[src/rtl/ode_mem_pkg.sv]
// Shared constants for the solver RAM and its requesters.
// Contents:
//   ADDRESS_WIDTH / DATA_WIDTH  geometry of the solver RAM
//   N_REQ                       number of RAM requesters
//   REQ_HOST / REQ_INTERP / REQ_EULER  requester indices on the packed buses
//   arb_state_t                 arbiter state encoding
package ode_mem_pkg;

    localparam int ADDRESS_WIDTH = 13;
    localparam int DATA_WIDTH    = 64;
    localparam int N_REQ         = 3;

    localparam int REQ_HOST   = 0;
    localparam int REQ_INTERP = 1;
    localparam int REQ_EULER  = 2;

    typedef enum logic {
        ST_IDLE  = 1'b0,
        ST_OWNED = 1'b1
    } arb_state_t;

endpackage

[src/rtl/ram_port_arbiter_rr_pick.sv]
// rr_pick: combinational round-robin find-first-set.
// The scan starts at PTR+1 and wraps, so the requester at PTR is the
// last one considered.
// Ports:
//   REQ     in   N   request vector
//   PTR     in   PW  index of the most recent grant
//   VALID   out  1   at least one request bit set
//   INDEX   out  PW  index of the selected request
//   ONEHOT  out  N   one-hot form of INDEX (all zero when !VALID)
module rr_pick
    import ode_mem_pkg::*;
#(
    parameter int N  = N_REQ,
    parameter int PW = (N > 1) ? $clog2(N) : 1
) (
    input  logic [N-1:0]  REQ,
    input  logic [PW-1:0] PTR,
    output logic          VALID,
    output logic [PW-1:0] INDEX,
    output logic [N-1:0]  ONEHOT
);

    always_comb begin
        VALID  = 1'b0;
        INDEX  = '0;
        ONEHOT = '0;
        for (int k = 1; k <= N; k++) begin
            int j;
            j = (int'(PTR) + k) % N;
            if (!VALID && REQ[j]) begin
                VALID     = 1'b1;
                INDEX     = PW'(j);
                ONEHOT[j] = 1'b1;
            end
        end
    end

endmodule

[src/rtl/ram_port_arbiter.sv]
// ram_port_arbiter: round-robin owner arbitration for the shared solver RAM.
// A single owner at a time drives the RAM address/data/write-enable pins.
// Read data goes straight from the RAM to every requester; RD_VALID tells
// each requester when that data belongs to it.
// Ports:
//   CLK, RST                 clock, synchronous active-high reset
//   REQ, LOCK, WR_EN         per-requester request, burst lock, write strobe
//   RD_ADD1, RD_ADD2, WR_ADD packed per-requester addresses
//   WR_DATA                  packed per-requester write data
//   GNT, RD_VALID            registered one-hot grant / read-data ownership
//   OWNER, BUSY              registered grant index / any grant active
//   RAM_*                    RAM pins, muxed from the current owner
//
// state    | meaning
// ---------+-----------------------------------------------
// ST_IDLE  | no grant; arbitrate every cycle
// ST_OWNED | GNT[OWNER]=1; hold while locked, under burst cap
module ram_port_arbiter
    import ode_mem_pkg::*;
#(
    parameter int N_REQ         = ode_mem_pkg::N_REQ,
    parameter int ADDRESS_WIDTH = ode_mem_pkg::ADDRESS_WIDTH,
    parameter int DATA_WIDTH    = ode_mem_pkg::DATA_WIDTH,
    parameter int MAX_BURST     = 8,
    localparam int PW = (N_REQ > 1) ? $clog2(N_REQ) : 1
) (
    input  logic                           CLK,
    input  logic                           RST,
    input  logic [N_REQ-1:0]               REQ,
    input  logic [N_REQ-1:0]               LOCK,
    input  logic [N_REQ*ADDRESS_WIDTH-1:0] RD_ADD1,
    input  logic [N_REQ*ADDRESS_WIDTH-1:0] RD_ADD2,
    input  logic [N_REQ-1:0]               WR_EN,
    input  logic [N_REQ*ADDRESS_WIDTH-1:0] WR_ADD,
    input  logic [N_REQ*DATA_WIDTH-1:0]    WR_DATA,
    output logic [N_REQ-1:0]               GNT,
    output logic [N_REQ-1:0]               RD_VALID,
    output logic [PW-1:0]                  OWNER,
    output logic                           BUSY,
    output logic [ADDRESS_WIDTH-1:0]       RAM_ADD_RD1,
    output logic [ADDRESS_WIDTH-1:0]       RAM_ADD_RD2,
    output logic [ADDRESS_WIDTH-1:0]       RAM_ADD_WR,
    output logic [DATA_WIDTH-1:0]          RAM_DATA_WR,
    output logic                           RAM_ENABLE_WR
);

    localparam int CW = (MAX_BURST > 1) ? $clog2(MAX_BURST) : 1;

    arb_state_t       state;
    logic [PW-1:0]    ptr;
    logic [CW-1:0]    burst_cnt;

    logic             pick_valid;
    logic [PW-1:0]    pick_index;
    logic [N_REQ-1:0] pick_onehot;

    logic             cnt_top;
    logic [CW-1:0]    cnt_next;
    logic             contested;
    logic             release_now;
    logic             owner_act;

    rr_pick #(.N(N_REQ), .PW(PW)) u_pick (
        .REQ    (REQ),
        .PTR    (ptr),
        .VALID  (pick_valid),
        .INDEX  (pick_index),
        .ONEHOT (pick_onehot)
    );

    assign cnt_top   = (burst_cnt == CW'(MAX_BURST - 1));
    assign cnt_next  = cnt_top ? burst_cnt : burst_cnt + 1'b1;
    assign contested = |(REQ & ~GNT);
    assign release_now = (state == ST_OWNED) &&
                         (!REQ[OWNER] || !LOCK[OWNER] || (cnt_top && contested));

    always_ff @(posedge CLK) begin
        if (RST) begin
            state     <= ST_IDLE;
            GNT       <= '0;
            RD_VALID  <= '0;
            OWNER     <= '0;
            BUSY      <= 1'b0;
            burst_cnt <= '0;
            ptr       <= PW'(N_REQ - 1);
        end else begin
            RD_VALID <= GNT & REQ;
            if (state == ST_IDLE || release_now) begin
                if (pick_valid) begin
                    state <= ST_OWNED;
                    GNT   <= pick_onehot;
                    OWNER <= pick_index;
                    BUSY  <= 1'b1;
                    ptr   <= pick_index;
                    // A sole requester re-granted to itself keeps counting
                    // so its burst count saturates instead of restarting.
                    if (state == ST_OWNED && pick_index == OWNER)
                        burst_cnt <= cnt_next;
                    else
                        burst_cnt <= '0;
                end else begin
                    state     <= ST_IDLE;
                    GNT       <= '0;
                    OWNER     <= '0;
                    BUSY      <= 1'b0;
                    burst_cnt <= '0;
                end
            end else begin
                burst_cnt <= cnt_next;
            end
        end
    end

    // The grant only drives the RAM while the owner still asserts REQ, so
    // an owner that drops REQ mid-cycle can never write.
    assign owner_act = GNT[OWNER] & REQ[OWNER];

    always_comb begin
        RAM_ADD_RD1   = '0;
        RAM_ADD_RD2   = '0;
        RAM_ADD_WR    = '0;
        RAM_DATA_WR   = '0;
        RAM_ENABLE_WR = 1'b0;
        if (owner_act) begin
            RAM_ADD_RD1   = RD_ADD1[OWNER*ADDRESS_WIDTH +: ADDRESS_WIDTH];
            RAM_ADD_RD2   = RD_ADD2[OWNER*ADDRESS_WIDTH +: ADDRESS_WIDTH];
            RAM_ADD_WR    = WR_ADD[OWNER*ADDRESS_WIDTH +: ADDRESS_WIDTH];
            RAM_DATA_WR   = WR_DATA[OWNER*DATA_WIDTH +: DATA_WIDTH];
            RAM_ENABLE_WR = WR_EN[OWNER] & ~RST;
        end
    end

endmodule

[config.mk]
export PLATFORM = sky130hd
export DESIGN_NAME = ram_port_arbiter
export DESIGN_NICKNAME = d
export VERILOG_FILES = /design/src/rtl/ode_mem_pkg.sv /design/src/rtl/ram_port_arbiter_rr_pick.sv /design/src/rtl/ram_port_arbiter.sv
export SDC_FILE = /design/constraint.sdc
export NUM_CORES = 1
export LEC_CHECK = 0
export ABC_AREA = 1
export BUFFER_PORTS_ARGS = -buffer_cell sky130_fd_sc_hd__buf_2
export CORE_AREA = 2 2 167 169
export CTS_CLUSTER_DIAMETER = 50
export DETAILED_ROUTE_END_ITERATION = 12
export DIE_AREA = 0 0 169 171
export SKIP_CTS_REPAIR_TIMING = 1
export SLEW_MARGIN = 20
export SYNTH_ARGS = -nofsm -noshare
export SYNTH_HDL_FRONTEND = slang
export SYNTH_HIERARCHICAL = 1
export SYNTH_SLANG_ARGS = --single-unit
export TNS_END_PERCENT = 1
[constraint.sdc]
create_clock -name CLK -period 2.3 [get_ports CLK]
set_clock_uncertainty 0.05 [all_clocks]
set_input_delay 0.46 -clock CLK [delete_from_list [all_inputs] [get_ports CLK]]
set_output_delay 0.46 -clock CLK [all_outputs]
set_load 0.01 [all_outputs]
==> summary.txt <==
Worst setup path
  • CP Class: flip-flop to output port
  • Slowest cell on crit path: dfxtp_4
  • CP startpoint: OWNER[0]
  • CP arrival: 1.77 ns
  • CP Capture Type: output port
  • CP max FO: 7
  • CP max stage delay: 0.43 ns
  • RR Startpoint: ptr[0]
  • CP Cell Sequence: o21ai_0 -> o21ai_4 -> nand2_8 -> buf_12 -> buf_4 -> nor2_1 -> buf_2
  • Critical Path RT: 1.79 ns
  • CP startpoint kind: flip-flop

Detailed routing
  • Post-route DRC: 0
  • DR vias/cell: 4.47
  • Drt wl/cell: 15.7 um
  • Detail Route Antenna Nets: 0
  • Total Wirelength: 21.4 mm
  • DR iter-0 viols: 384
  • Initial DRT Pass Iterations: 4
  • Via count: 6103

Synth
  • Yosys cell types: 25
  • YS warnings: 6
  • Yosys top cell area share: 26.5%
  • Post-Syn Area: 0.00344 mm2
  • Number of synthesized register bits: 14
  • Syn nets: 943
  • Leading area contributor after synthesis: a2bb2oi_1
  • Register area share after synthesis: 8.15%
  • Top cells by area, synth: a2bb2oi_1, nor2_1, o21ai_0
  • Post-synthesis cell count: 618
  • Synth Area per Inst: 5.56 um2

Clock tree
  • Max Buffers Root-to-Sink: 2
  • Clock-pin slew on the worst setup and hold paths: 0.05 ns
  • Number of buffers created by CTS: 3
  • TritonCTS clock tree: built
  • H-tree levels: 1
  • Clk_lat worst skew: 0.25 ns
  • Clk sinks: 14
  • Root Driver: clkbuf_16

Run status
  • Status: finished, final reports clean

STA
  • Final setup fails: 0
  • Rel. slew slack: 65.5%
  • Final Hold Fails: 0
  • Worst-margin pin slew: 0.511 ns
  • Max Slew Vio Count: 0
  • Max Clock Freq: 439 MHz
  • Unrepaired setup endpoints after global routing: true
  • Final period utilization: 99.0%
  • Final hold slack: 0.419 ns
  • Tmin final: 2.28 ns

Final layout
  • Final net count: 1345
  • Final core occ: 22.9%
  • Share of cells above drive strength 1: 48.2%
  • Most common cell after layout, fill and taps aside: buf_2
  • Most frequent cells in the layout: buf_2, nor2_1, o21ai_0
  • Ant diodes: 0
  • Layout area overhead: 82.2%

Power and ir drop
  • VDD IR max: 545 uV
  • LEAKAGE: 3.54 nW
  • Pwr dens: 837 mW/mm2

Global route
  • Vias in the first global route: 5212
  • First-pass GRT wire length: 28.5 mm
  • Total global-route track usage: 12.3%
  • Gr ovfl total: 0
  • Initial antenna violation count: 1
  • Largest net degree at the start of global routing: 63

Min path
  • Worst Hold Class: flip-flop to flip-flop
  • Hold Path Origin: burst_cnt[1]

Die
  • Die Height: 171 um
  • Starting Density: 12.6%
  • Core Region: 0.0273 mm2
  • Die width: 169 um
  • Die area: 0.0289 mm2
  • Number of primary I/O pins: 433
  • Std cell rows: 61

Placement
  • Post-DP HPWL: 16.8 mm
  • Gpl congestion: 0.788
  • Number of I/O port buffers: 432

Run
  • Max cap viols: 0
[routing by layer]
metal  global-route usage, %  vias to the layer above  share of wire, %  routed length (um)
li1                        -                     2939                 -                   -
met1                    16.6                     2775                42                8930
met4                    2.75                        0               2.0                 420
met5                       0                        -                 0                   0
met2                    20.8                      362                47               10100
met3                    1.90                       27               9.3                1990
[stage by stage]
| step | worst slack, ns | cells | TNS (ns) | instance area, um2 | power, mW |
|---|---|---|---|---|---|
| 2_1_floorplan | 0.401 | 618 | 0 | 3440 | 3.12 |
| 3_3_place_gp | 0.173 | 1357 | 0 | 6000 | 4.56 |
| 3_5_place_dp | 0.140 | 1357 | 0 | 6000 | 4.59 |
| 4_1_cts | -0.130 | 1361 | -2.27 | 6090 | 4.98 |
| 5_1_grt | -0.0581 | 1365 | -1.28 | 6270 | 5.69 |
| 6_report | 0.0232 | 1365 | 0 | 6270 | 5.24 |
[synthesized netlist by cell type]
cell type  count
o21ai_2        1
ha_1           5
xnor2_1        2
buf_4          3
inv_1         19
nor3_1         2
nand3_2        1
nor2_1       214
o211ai_1       1
a2bb2oi_1    104
o22ai_1        1
o21ai_0      107
buf_6          6
clkbuf_1      31
dfxtp_1       14
inv_2          4
nor2_4         1
buf_2         17
nor2_8         1
nand2_2        2
nand2_4        3
nand2_1       52
a21oi_1        7
nand3_1       19
o21ai_1        1
[worst max-delay path: cells and delay by family (launching register included)]
family / cells / cell delay (ns)
compound gates: 2 / 0.41
simple gates: 2 / 0.21
buf+inv: 3 / 0.45
flops: 1 / 0.43
[path summary, 6_finish.rpt]
path	end	slack [ns]	cells past startpoint
hold / removal	burst_cnt[1]	0.42	2
setup / recovery	RAM_DATA_WR[26]	0.02	7
setup reg to reg	burst_cnt[1]	0.19	16
hold reg to reg	burst_cnt[1]	0.42	2
[state kept, by name (all words and copies together) (netlist names)]
register   cells
GNT            3
OWNER          2
RD_VALID       3
burst_cnt      3
ptr            2
state          1
[power by group]
| group | total [mW] | switching [mW] | internal, mW |
|---|---|---|---|
| clock | 0.379 | 0.114 | 0.264 |
| sequential | 0.381 | 0.0700 | 0.311 |
| combinational | 4.48 | 2.60 | 1.88 |
[layout make-up]
class                   count  area (um2)
clock buffers               4        88.8
well taps                 346         433
inverters                  23        93.8
fillers                  3119       21100
flip-flops and latches     14         288
repair buffers            454        2510
multi-input cells         524        2860
[cell families after synthesis]
logic type               after synthesis  synth area share [%]
AO/OA/AOI/OAI                        222                  43.9
XOR/XNOR                               2                 0.510
adder cells (fa/ha/maj)                5                  1.82
buffers and inverters                 80                  11.0
flip-flops                            14                  8.15
AND/OR/NAND/NOR                      295                  34.6
Note: power is estimated with default switching activity, not from simulation.
